`config.mk`:
```
export PLATFORM = sky130hd
export DESIGN_NAME = axi_lite_mem_arbiter
export DESIGN_NICKNAME = d
export VERILOG_FILES = /design/src/rtl/axi_lite_mem_arbiter.sv
export SDC_FILE = /design/constraint.sdc
export NUM_CORES = 1
export LEC_CHECK = 0
export CORE_AREA = 8 8 134 136
export CTS_BUF_LIST = sky130_fd_sc_hd__clkbuf_4 sky130_fd_sc_hd__clkbuf_8 sky130_fd_sc_hd__clkbuf_16
export CTS_CLUSTER_DIAMETER = 100
export DETAILED_ROUTE_END_ITERATION = 8
export DIE_AREA = 0 0 142 144
export HOLD_SLACK_MARGIN = 0.15
export MAX_ROUTING_LAYER = met4
export PLACE_DENSITY = 0.81
export SLEW_MARGIN = 5
export SYNTH_ARGS = -nofsm -noshare
export SYNTH_HDL_FRONTEND = slang
export SYNTH_SLANG_ARGS = --single-unit
```
`constraint.sdc`:
```
create_clock -name clk -period 5 [get_ports clk]
set_clock_uncertainty 0.1 [all_clocks]
set_input_delay 0.5 -clock clk [delete_from_list [all_inputs] [get_ports clk]]
set_output_delay 0.5 -clock clk [all_outputs]
set_load 0.05 [all_outputs]
```
`src/rtl/axi_lite_mem_arbiter.sv`:
```
// -----------------------------------------------------------------------------
// axi_lite_mem_arbiter
//   Shares one AXI-lite SRAM slave between the IFU (M0, read only) and the
//   LSU (M1, read/write). A request is accepted only in IDLE. It is latched
//   and then replayed to the slave as exactly one transaction. The response
//   is steered back to the master that owns the transaction.
//
// Handshake rule (every channel): a transfer happens on a rising clk edge
//   where valid && ready are both 1. A valid, once raised by the arbiter,
//   stays high with stable payload until its transfer.
//
// Configuration macro: ARB_RR_EN
//   defined   -> contention between M0 and M1 is round-robin on r_rr_last
//   undefined -> fixed priority, M1 beats M0
//
// Ports
//   clk, rst_n           clock, asynchronous active-low reset
//   m0_ar*, m0_r*        IFU read channels
//   m1_ar*, m1_r*        LSU read channels
//   m1_aw*, m1_w*, m1_b* LSU write channels
//   s_*                  channels toward the SRAM slave
//   o_dbg_state          FSM state (0 IDLE, 1 RD, 2 WR)
// -----------------------------------------------------------------------------
`ifndef AXI_ADDR_BUS
`define AXI_ADDR_BUS 31:0
`endif
`ifndef AXI_DATA_BUS
`define AXI_DATA_BUS 31:0
`endif
`ifndef AXI_WSTRB_BUS
`define AXI_WSTRB_BUS 3:0
`endif
`ifndef AXI_RESP_BUS
`define AXI_RESP_BUS 1:0
`endif

module axi_lite_mem_arbiter (
  input  logic                  clk,
  input  logic                  rst_n,
  // M0 (IFU)
  input  logic [`AXI_ADDR_BUS]  m0_araddr,
  input  logic                  m0_arvalid,
  output logic                  m0_arready,
  output logic [`AXI_DATA_BUS]  m0_rdata,
  output logic [`AXI_RESP_BUS]  m0_rresp,
  output logic                  m0_rvalid,
  input  logic                  m0_rready,
  // M1 (LSU)
  input  logic [`AXI_ADDR_BUS]  m1_araddr,
  input  logic                  m1_arvalid,
  output logic                  m1_arready,
  output logic [`AXI_DATA_BUS]  m1_rdata,
  output logic [`AXI_RESP_BUS]  m1_rresp,
  output logic                  m1_rvalid,
  input  logic                  m1_rready,
  input  logic [`AXI_ADDR_BUS]  m1_awaddr,
  input  logic                  m1_awvalid,
  output logic                  m1_awready,
  input  logic [`AXI_DATA_BUS]  m1_wdata,
  input  logic [`AXI_WSTRB_BUS] m1_wstrb,
  input  logic                  m1_wvalid,
  output logic                  m1_wready,
  output logic [`AXI_RESP_BUS]  m1_bresp,
  output logic                  m1_bvalid,
  input  logic                  m1_bready,
  // SRAM slave
  output logic [`AXI_ADDR_BUS]  s_araddr,
  output logic                  s_arvalid,
  input  logic                  s_arready,
  input  logic [`AXI_DATA_BUS]  s_rdata,
  input  logic [`AXI_RESP_BUS]  s_rresp,
  input  logic                  s_rvalid,
  output logic                  s_rready,
  output logic [`AXI_ADDR_BUS]  s_awaddr,
  output logic                  s_awvalid,
  input  logic                  s_awready,
  output logic [`AXI_DATA_BUS]  s_wdata,
  output logic [`AXI_WSTRB_BUS] s_wstrb,
  output logic                  s_wvalid,
  input  logic                  s_wready,
  input  logic [`AXI_RESP_BUS]  s_bresp,
  input  logic                  s_bvalid,
  output logic                  s_bready,
  // Debug
  output logic [1:0]            o_dbg_state
);

  typedef enum logic [1:0] {IDLE = 2'd0, RD = 2'd1, WR = 2'd2} state_t;

  state_t                r_state;
  logic                  r_owner;     // 0 = M0, 1 = M1
  logic [`AXI_ADDR_BUS]  r_addr;
  logic [`AXI_DATA_BUS]  r_wdata;
  logic [`AXI_WSTRB_BUS] r_wstrb;
  logic                  r_ar_done;
  logic                  r_aw_done;
  logic                  r_w_done;
`ifdef ARB_RR_EN
  logic                  r_rr_last;   // owner of the most recent grant
`endif

  logic w_wr1, w_m1_req, w_pick_m1, w_idle;
  logic w_gnt_wr, w_gnt_rd1, w_gnt_rd0;
  logic w_rd, w_wr, w_rd0, w_rd1;

  // An AW without its W (or vice versa) is not a write request.
  assign w_wr1    = m1_awvalid && m1_wvalid;
  assign w_m1_req = w_wr1 || m1_arvalid;

`ifdef ARB_RR_EN
  // Under contention M1 wins only if M0 owned the previous grant.
  assign w_pick_m1 = w_m1_req && (!m0_arvalid || !r_rr_last);
`else
  assign w_pick_m1 = w_m1_req;
`endif

  // rst_n gating keeps the combinational grants quiet while held in reset.
  assign w_idle    = (r_state == IDLE) && rst_n;
  assign w_gnt_wr  = w_idle && w_pick_m1 && w_wr1;
  assign w_gnt_rd1 = w_idle && w_pick_m1 && !w_wr1;
  assign w_gnt_rd0 = w_idle && !w_pick_m1 && m0_arvalid;

  assign m0_arready = w_gnt_rd0;
  assign m1_arready = w_gnt_rd1;
  assign m1_awready = w_gnt_wr;
  assign m1_wready  = w_gnt_wr;

  always_ff @(posedge clk or negedge rst_n) begin
    if (!rst_n) begin
      r_state   <= IDLE;
      r_owner   <= 1'b0;
      r_addr    <= '0;
      r_wdata   <= '0;
      r_wstrb   <= '0;
      r_ar_done <= 1'b0;
      r_aw_done <= 1'b0;
      r_w_done  <= 1'b0;
`ifdef ARB_RR_EN
      r_rr_last <= 1'b1;
`endif
    end else begin
      case (r_state)
        IDLE: begin
          r_ar_done <= 1'b0;
          r_aw_done <= 1'b0;
          r_w_done  <= 1'b0;
          if (w_gnt_wr) begin
            r_state <= WR;
            r_owner <= 1'b1;
            r_addr  <= m1_awaddr;
            r_wdata <= m1_wdata;
            r_wstrb <= m1_wstrb;
          end else if (w_gnt_rd1) begin
            r_state <= RD;
            r_owner <= 1'b1;
            r_addr  <= m1_araddr;
          end else if (w_gnt_rd0) begin
            r_state <= RD;
            r_owner <= 1'b0;
            r_addr  <= m0_araddr;
          end
`ifdef ARB_RR_EN
          if (w_gnt_wr || w_gnt_rd1) r_rr_last <= 1'b1;
          else if (w_gnt_rd0)        r_rr_last <= 1'b0;
`endif
        end
        RD: begin
          if (s_arvalid && s_arready) r_ar_done <= 1'b1;
          if (s_rvalid && s_rready)   r_state   <= IDLE;
        end
        WR: begin
          if (s_awvalid && s_awready) r_aw_done <= 1'b1;
          if (s_wvalid && s_wready)   r_w_done  <= 1'b1;
          if (s_bvalid && s_bready)   r_state   <= IDLE;
        end
        default: r_state <= IDLE;
      endcase
    end
  end

  assign w_rd  = (r_state == RD);
  assign w_wr  = (r_state == WR);
  assign w_rd0 = w_rd && !r_owner;
  assign w_rd1 = w_rd && r_owner;

  // Slave side
  assign s_araddr  = r_addr;
  assign s_arvalid = w_rd && !r_ar_done;
  assign s_rready  = w_rd && (r_owner ? m1_rready : m0_rready);
  assign s_awaddr  = r_addr;
  assign s_awvalid = w_wr && !r_aw_done;
  assign s_wdata   = r_wdata;
  assign s_wstrb   = r_wstrb;
  assign s_wvalid  = w_wr && !r_w_done;
  assign s_bready  = w_wr && m1_bready;

  // Response steering; unrouted payloads read as zero.
  assign m0_rvalid = w_rd0 && s_rvalid;
  assign m0_rdata  = w_rd0 ? s_rdata : '0;
  assign m0_rresp  = w_rd0 ? s_rresp : '0;
  assign m1_rvalid = w_rd1 && s_rvalid;
  assign m1_rdata  = w_rd1 ? s_rdata : '0;
  assign m1_rresp  = w_rd1 ? s_rresp : '0;
  assign m1_bvalid = w_wr && s_bvalid;
  assign m1_bresp  = w_wr ? s_bresp : '0;

  assign o_dbg_state = r_state;

endmodule
```
# Yosys cells after proc, flatten, opt, wreduce, memory -nomap -nowiden
# Index checks and enable logic that the tools add are counted.
dict set report op_classes {
  n_eq_ne 8
  n_mux 24
  reduce_logical 39
}
# operator count
set op_table {}
lappend op_table {{$mux 32} 5}
lappend op_table {{$logic_and 1x1->1} 22}
lappend op_table {{$mux 2} 8}
lappend op_table {{$ne 2x1->1 const B} 5}
lappend op_table {{$reduce_and 2->1} 5}
lappend op_table {{$mux 1} 7}
lappend op_table {{$logic_not 1->1} 6}
lappend op_table {{$pmux 1 s2} 3}
lappend op_table {{$pmux 2 s3} 1}
lappend op_table {{$ne 4x4->1 const B} 1}
lappend op_table {{$reduce_bool 2->1} 2}
lappend op_table {{$reduce_and 3->1} 1}
lappend op_table {{$reduce_bool 3->1} 1}
lappend op_table {{$eq 2x1->1 const B} 1}
lappend op_table {{$eq 2x2->1 const B} 1}
lappend op_table {{$logic_not 2->1} 1}
lappend op_table {{$logic_or 1x1->1} 1}
dict set report totals {
  ff_bits 74
  out_inout_bits 184
}

# Longest topological paths before layout
# Gate-level depths: netlist of run 1.
dict set report depth {
  word_depth 9
  depth_mapped 7
}

# Worst setup path after synthesis of run 1
# No wires, ideal clock.
dict set report synth_path {
  path_kind {flip-flop to output port}
  start {register r_state[1], in the netlist o_dbg_state[1]}
  end {output port m0_arready}
  t_arrival_ns 2.291
  path_slack_ns 2.109
  stages_incl_launch_ff 5
  n_path_buf 1
  path_cell_list {dfrtp_1 -> buf_2 -> nor3b_4 -> nand2_1 -> nor3_1}
}
dict set report synth_between {
  elab_chain_cells 4
}
# item line_no
set synth_rtl {}
lappend synth_rtl {{from (decl)} 90} ;# state_t r_state;
lappend synth_rtl {{from (signal assigned)} 130} ;# r_state <= IDLE;
lappend synth_rtl {{from (signal assigned)} 148} ;# r_state <= WR;
lappend synth_rtl {{from (signal assigned)} 154} ;# r_state <= RD;
lappend synth_rtl {{$logic_not 2->1} 118} ;# assign w_idle = (r_state == IDLE) && rst_n;
lappend synth_rtl {{$logic_and 1x1->1} 118}
lappend synth_rtl {{$logic_and 1x1->1 (2 in a row)} 121} ;# assign w_gnt_rd0 = w_idle && !w_pick_m1 && m0_arvalid;
lappend synth_rtl {{to (decl)} 43} ;# output logic m0_arready,
# Every way passes these cells.

# Final worst setup path of run 1
dict set report layout_path {
  start {input port rst_n}
  end {output port m1_arready}
}
dict set report layout_between {
  elab_chain_cells 3
}
# item line_no
set layout_rtl {}
lappend layout_rtl {{from (decl)} 39} ;# input logic rst_n,
lappend layout_rtl {{$logic_and 1x1->1} 118}
lappend layout_rtl {{$logic_and 1x1->1 (2 in a row)} 120} ;# assign w_gnt_rd1 = w_idle && w_pick_m1 && !w_wr1;
lappend layout_rtl {{to (decl)} 51} ;# output logic m1_arready,
# Every way passes these cells.

==> flow_metrics.tcl, run 1 <==
set metrics [dict create \
    hold_path.class "reg -> reg" \
    syn_avg_cell_area_um2 9.15 \
    grt_pass1_wl_um 30200 \
    path_cells "dlygate4sd3_1 > buf_4 > nor3b_4 > buf_4 > and3_1 > clkdlybuf4s50_1" \
    ys_types 26 \
    finalWeightedCongestion 0.935 \
    worstSkewPairLatency_ns 0.34 \
    worst_path_max_delay_cell "clkdlybuf4s50_1" \
    start_util 0.277 \
    max_cap_violations 0 \
    vdd_ir_drop_max_v 0.000344 \
    dieHeight_um 144 \
    port_buffers 365 \
    clockBufferDepth 2 \
    min_period_ns 3.77 \
    power.density_nw_per_um2 683 \
    setup_tns_ns 0 \
    dp_slack_ns 1.72 \
    cpLargestDelayFamily "buffers and inverters" \
    crit_fanout 36 \
    cts_resized 0 \
    max_clock_freq_ghz 0.265 \
    cts_sinks 74 \
    die_w_um 142 \
    fin_ws_ns 1.23 \
    setup_viol 0 \
    h-tree-depth 3 \
    path_depth 6 \
    cts_tree "done" \
    wl_per_cell_um 20.5 \
    antenna_found_initial 0 \
    gr-total-overflow 0 \
    worst_slew_pin_slew_ns 1.01 \
    critPathMostFrequentCell "buf_4" \
    r2r_cells 5 \
    grt_pass1_vias 5162 \
    max_slew_margin 0.323 \
    p_leak_nw 3.33 \
    filler_cell_count 1495 \
    ys_ff_latch 74 \
    synth_area_um2 4440 \
    status "completed" \
    drc_errors 0 \
    crit_arrival_ns 3.17 \
    cp-start-kind "input port" \
    fin_crit_sh 0.753 \
    syn_to_final_growth_pct 88.0 \
    rrSetupSlack_ns 2.27 \
    final-hold-violation-count 0 \
    numCtsBuffers 9 \
    synth_nets 667 \
    criticalPathCategory "in -> out" \
    syn_inst 485 \
    root_buffer "clkbuf_16" \
    path_clk_slew_ns 0.06 \
    slew_violations 0 \
    holdPathStages 1 \
    slowest_delay_ns 0.82 \
    rsz0062_at_grt "no" \
    nets 980 \
    drt-vias-per-instance 4.73 \
    num_rows 47 \
    yosys_warnings 0 \
    postLayoutCellArea_um2 8350 \
    core-area_um2 16100 \
    drive_above_1_share 0.0448 \
    required_ns 4.40 \
    grt_max_degree 51 \
    dr.pass1.iters 5 \
    cp_num_buf_inv 4 \
    vias 4848 \
    grt_usage 0.203 \
    dieArea_um2 20400 \
    dpl.hpwl_um 16600 \
    totalWireLength_um 21100 \
    drt_iter0_drc 245 \
    seq_area_frac_synth 0.417 \
    placedInstanceArea_um2 8030 \
    io_pins 366 \
    cp-end-kind "output pin" \
    drtAntennaViolNets 0 \
]
## final cells by class
cell class,instances,area [um2],share of cell area
diodes,2,5.00,0.000600
clock buffers,9,225,0.0270
clock inverters,7,76.3,0.00914
inverters,2,7.51,0.000899
multi-input cells,335,2160,0.259
flip-flops and latches,74,1850,0.222
well taps,220,275,0.0330
repair buffers,376,3740,0.448
## layer usage
layer | vias up | track usage | wire length [um]
li1 | 2246 | - | -
met1 | 2300 | 0.227 | 8230
met2 | 283 | 0.340 | 10600
met3 | 19 | 0.0611 | 1970
met4 | 0 | 0.0718 | 257
met5 | - | - | 0
## where the power goes
group | internal [W] | leakage, nW | switching, W
sequential | 0.000895 | 0.899 | 0.000221
combinational | 0.00132 | 2.29 | 0.00260
clock | 0.000390 | 0.142 | 0.000275
total | 0.00261 | 3.33 | 0.00310
## per-stage QoR
stage	utilization	instances	power [W]	hold slack (ns)
finish	0.520	1025	0.00570	0.382
global placement	0.500	1006	0.00503	0.336
floorplan	-	485	0.00376	0.104
CTS	0.520	1023	0.00577	0.387
detailed placement	0.500	1006	0.00508	0.345
global route	0.520	1023	0.00593	0.396
## cells by family after synthesis
family | after synthesis | synth area share
compound gates | 74 | 0.124
buf+inv | 76 | 0.100
flops | 74 | 0.417
mux | 37 | 0.0936
simple gates | 224 | 0.265
## cell usage in the layout, fill, tap and decap left out, drive strengths merged, types with 4 or more instances in the layout
master	netlist	routed
nand2	69	69
a21oi	4	4
a32o	32	32
nand3	32	32
mux2	36	36
nor2	9	9
and2	72	72
and3	6	6
inv	2	4
buf	44	16
clkbuf	30	9
nor2b	33	33
o21ai	33	33
clkdlybuf4s50	0	359
dfrtp	74	74
## Yosys cell counts
library cell,n,share of area
dfrtp_1,74,0.42
and2_1,72,0.10
nand2_1,69,0.058
mux2_1,36,0.091
buf_4,34,0.057
nor2b_1,33,0.047
a32o_1,32,0.072
nand3_1,32,0.036
clkbuf_1,30,0.025
o21ai_0,23,0.026
o21ai_1,10,0.011
nor2_1,9,0.0076
buf_2,7,0.0079
and3_1,6,0.0085
a21oi_1,4,0.0045
buf_6,3,0.0076
inv_1,2,0.0017
a21o_1,1,0.0017
a22o_1,1,0.0020
mux2i_1,1,0.0023
nand2b_1,1,0.0014
nor3_1,1,0.0011
nor3b_4,1,0.0042
o211ai_1,1,0.0017
o2bb2ai_1,1,0.0020
o31ai_2,1,0.0028
## sequential cells by signal, indices dropped and copies added (netlist names)
name	count
s_araddr	32
r_aw_done	1
o_dbg_state	2
r_ar_done	1
s_wstrb	4
r_w_done	1
s_wdata	32
r_owner	1
## worst register-to-register path: cells and delay by family, from the launching register on
family | cells | cell delay [ns]
muxes | 1 | 0.38
buffers and inverters | 2 | 0.82
DFF | 1 | 0.50
and+or+nand+nor | 2 | 0.80
## what timing repair did
item                                   CTS  global route
buffers inserted                         0             0
endpoints found under the hold margin   24             0
hold buffers                             1             0
## final timing paths
path | startpoint | end
worst max-delay path | rst_n | m1_arready
worst min-delay path | s_wdata[5] | s_wdata[5]
worst max register to register | o_dbg_state[1] | s_wdata[2]
worst min register to register | s_wdata[5] | s_wdata[5]
max in group asynchronous | rst_n | s_wdata[18]
min in group asynchronous | rst_n | s_araddr[14]
Power figures use the tool's default switching activity.
==> run 2: changes to the inputs <==
--- a/config.mk
+++ b/config.mk
@@ -5,14 +5,14 @@
 export SDC_FILE = /design/constraint.sdc
 export NUM_CORES = 1
 export LEC_CHECK = 0
-export CORE_AREA = 8 8 134 136
+export CORE_AREA = 8 8 136 138
 export CTS_BUF_LIST = sky130_fd_sc_hd__clkbuf_4 sky130_fd_sc_hd__clkbuf_8 sky130_fd_sc_hd__clkbuf_16
 export CTS_CLUSTER_DIAMETER = 100
 export DETAILED_ROUTE_END_ITERATION = 8
-export DIE_AREA = 0 0 142 144
+export DIE_AREA = 0 0 144 146
 export HOLD_SLACK_MARGIN = 0.15
 export MAX_ROUTING_LAYER = met4
-export PLACE_DENSITY = 0.81
+export PLACE_DENSITY = 0.8
 export SLEW_MARGIN = 5
 export SYNTH_ARGS = -nofsm -noshare
 export SYNTH_HDL_FRONTEND = slang
==> constraint.sdc (replaced) <==
create_clock -name clk -period 3.65 [get_ports clk]
set_clock_uncertainty 0.1 [all_clocks]
set_input_delay 0.365 -clock clk [delete_from_list [all_inputs] [get_ports clk]]
set_output_delay 0.365 -clock clk [all_outputs]
set_load 0.05 [all_outputs]
==> run 2 against run 1 <==
  * Utilization shrank 0.98 points
  * Sequential share of layout area grew 0.10 points
  * Critical path depth shrank 1
  * Power grew 38%
  * Sequential power grew 38%
  * Clock-buffer cell count grew 3
  * Via count shrank 0.89%
  * Setup slack lost 0.55 ns
  * Cell area shrank 0.45%
  * Sequential cell count is the same
  * Critical path type is now reg -> out
  * Largest cell class unchanged
  * Largest power group unchanged
  * Highest routed layer unchanged
==> flow_metrics.tcl, run 2 (same netlist as run 1, synthesis figures left out) <==
set metrics [dict create \
    port_buffers 365 \
    vias 4805 \
    dpl.hpwl_um 15700 \
    path_cells "inv_1 > and3_1 > buf_4 > and2_1 > clkdlybuf4s50_1" \
    grt_pass1_vias 5125 \
    crit_fanout 36 \
    drive_above_1_share 0.0897 \
    slew_violations 0 \
    setup_tns_ns 0 \
    vdd_ir_drop_max_v 0.000612 \
    finalWeightedCongestion 0.819 \
    cp-start-kind "flop" \
    worst_slew_pin_slew_ns 0.995 \
    cts_hold_buffers 0 \
    timing.rr.start "o_dbg_state[1]" \
    ff_latch_area_um2 1850 \
    max_slew_margin 0.335 \
    cts_tree "done" \
    drt-vias-per-instance 4.70 \
    r2r_cells 5 \
    final_cell_mix "clkdlybuf4s50_1 (324), dfrtp_1 (74), and2_1 (71), nand2_1 (69), buf_4 (49)" \
    cp-end-kind "output pin" \
    insertedDiodeCount 0 \
    worstSkewPairLatency_ns 0.33 \
    rrSetupSlack_ns 1.51 \
    cts_resized 0 \
    dp.cells 1007 \
    final-hold-violation-count 0 \
    start_util 0.273 \
    syn_to_final_growth_pct 87.2 \
    antenna_found_initial 0 \
    nets 980 \
    p_leak_nw 3.43 \
    cts_sinks 74 \
    gr-total-overflow 0 \
    status "completed" \
    dr.pass1.iters 5 \
    totalWireLength_um 20000 \
    drt_iter0_drc 276 \
    rsz0062_at_grt "no" \
    dieArea_um2 21000 \
    drtAntennaViolNets 0 \
    min_period_ns 2.97 \
    setup_viol 0 \
    layout_commonest_cell "clkdlybuf4s50_1" \
    stdcell_count 1023 \
    power.density_nw_per_um2 949 \
    worst_path_max_delay_cell "clkdlybuf4s50_1" \
    numCtsBuffers 9 \
    post_cts_buffers 0 \
    dieHeight_um 146 \
    criticalPathCategory "reg -> out" \
    max_clock_freq_ghz 0.337 \
    drc_errors 0 \
    die_w_um 144 \
    root_buffer "clkbuf_16" \
    clockBufferDepth 2 \
    slowest_delay_ns 0.82 \
    grt_max_degree 76 \
    max_cap_violations 0 \
    num_rows 47 \
    io_pins 366 \
    hold_path.class "in -> async" \
    core-area_um2 16300 \
    wl_per_cell_um 19.5 \
    grt_pass1_wl_um 29500 \
    filler_cell_count 1498 \
    path_clk_slew_ns 0.06 \
    grt_usage 0.189 \
    fin_crit_sh 0.813 \
    worstReg2RegEnd "s_araddr[6]" \
    crit_arrival_ns 2.50 \
    multi_input_area_um2 2160 \
    h-tree-depth 3 \
    required_ns 3.18 \
]
-- run 2: changes by cell type in the layout (fill, tap and decap cells not counted), sizes merged --
cell / delta
clkinv: -1
dlygate4sd3: -1
clkdlybuf4s50: -35
clkinvlp: -1
inv: -2
bufinv: +1
clkbuf: +3
diode: -2
buf: +36
-- run 2: worst max-delay path by stage --
| stage | startpoint | endpoint | cells past startpoint |
|---|---|---|---|
| CTS | o_dbg_state[1] | m1_rdata[4] | 5 |
| global placement | o_dbg_state[1] | m1_rdata[4] | 5 |
| floorplan | o_dbg_state[1] | m0_arready | 4 |
| detailed placement | o_dbg_state[1] | m1_rdata[4] | 5 |
| global route | o_dbg_state[1] | m1_rdata[10] | 5 |
| finish | o_dbg_state[1] | m1_rdata[4] | 5 |
-- run 2: cell type report --
cell class,count,share of cell area
repair buffers,376,0.442
inverters,2,0.000903
well taps,220,0.0331
multi-input cells,335,0.261
flip-flops and latches,74,0.223
clock inverters,4,0.00873
clock buffers,12,0.0321
-- run 2: through the flow --
| stage | total power [W] | hold WS, ns | cell area (um2) | worst slack, ns | utilization |
|---|---|---|---|---|---|
| CTS | 0.00797 | 0.230 | 8310 | 0.610 | 0.510 |
| floorplan | 0.00515 | -0.0306 | 4440 | 0.894 | - |
| global route | 0.00821 | 0.286 | 8310 | 0.489 | 0.510 |
| global placement | 0.00689 | 0.367 | 7970 | 0.970 | 0.489 |
| finish | 0.00788 | 0.193 | 8310 | 0.682 | 0.510 |
| detailed placement | 0.00695 | 0.374 | 7970 | 0.982 | 0.489 |
-- run 2: critical path, delay by kind of cell (launching register included) --
kind                   cells  cell delay, ns
AND/OR/NAND/NOR            2            0.36
buffers and inverters      3            1.28
flip-flops                 1            0.51
-- run 2: per-layer routing --
layer	vias up	share of wire	GRT usage
li1	2244	-	-
met1	2279	0.38	0.208
met2	257	0.51	0.325
met3	25	0.085	0.0449
met4	0	0.021	0.0679
met5	-	0	-
-- run 2: power by group --
group | switching [W] | total [W] | internal, W
clock | 0.000346 | 0.000999 | 0.000653
sequential | 0.000315 | 0.00154 | 0.00123
combinational | 0.00355 | 0.00534 | 0.00179
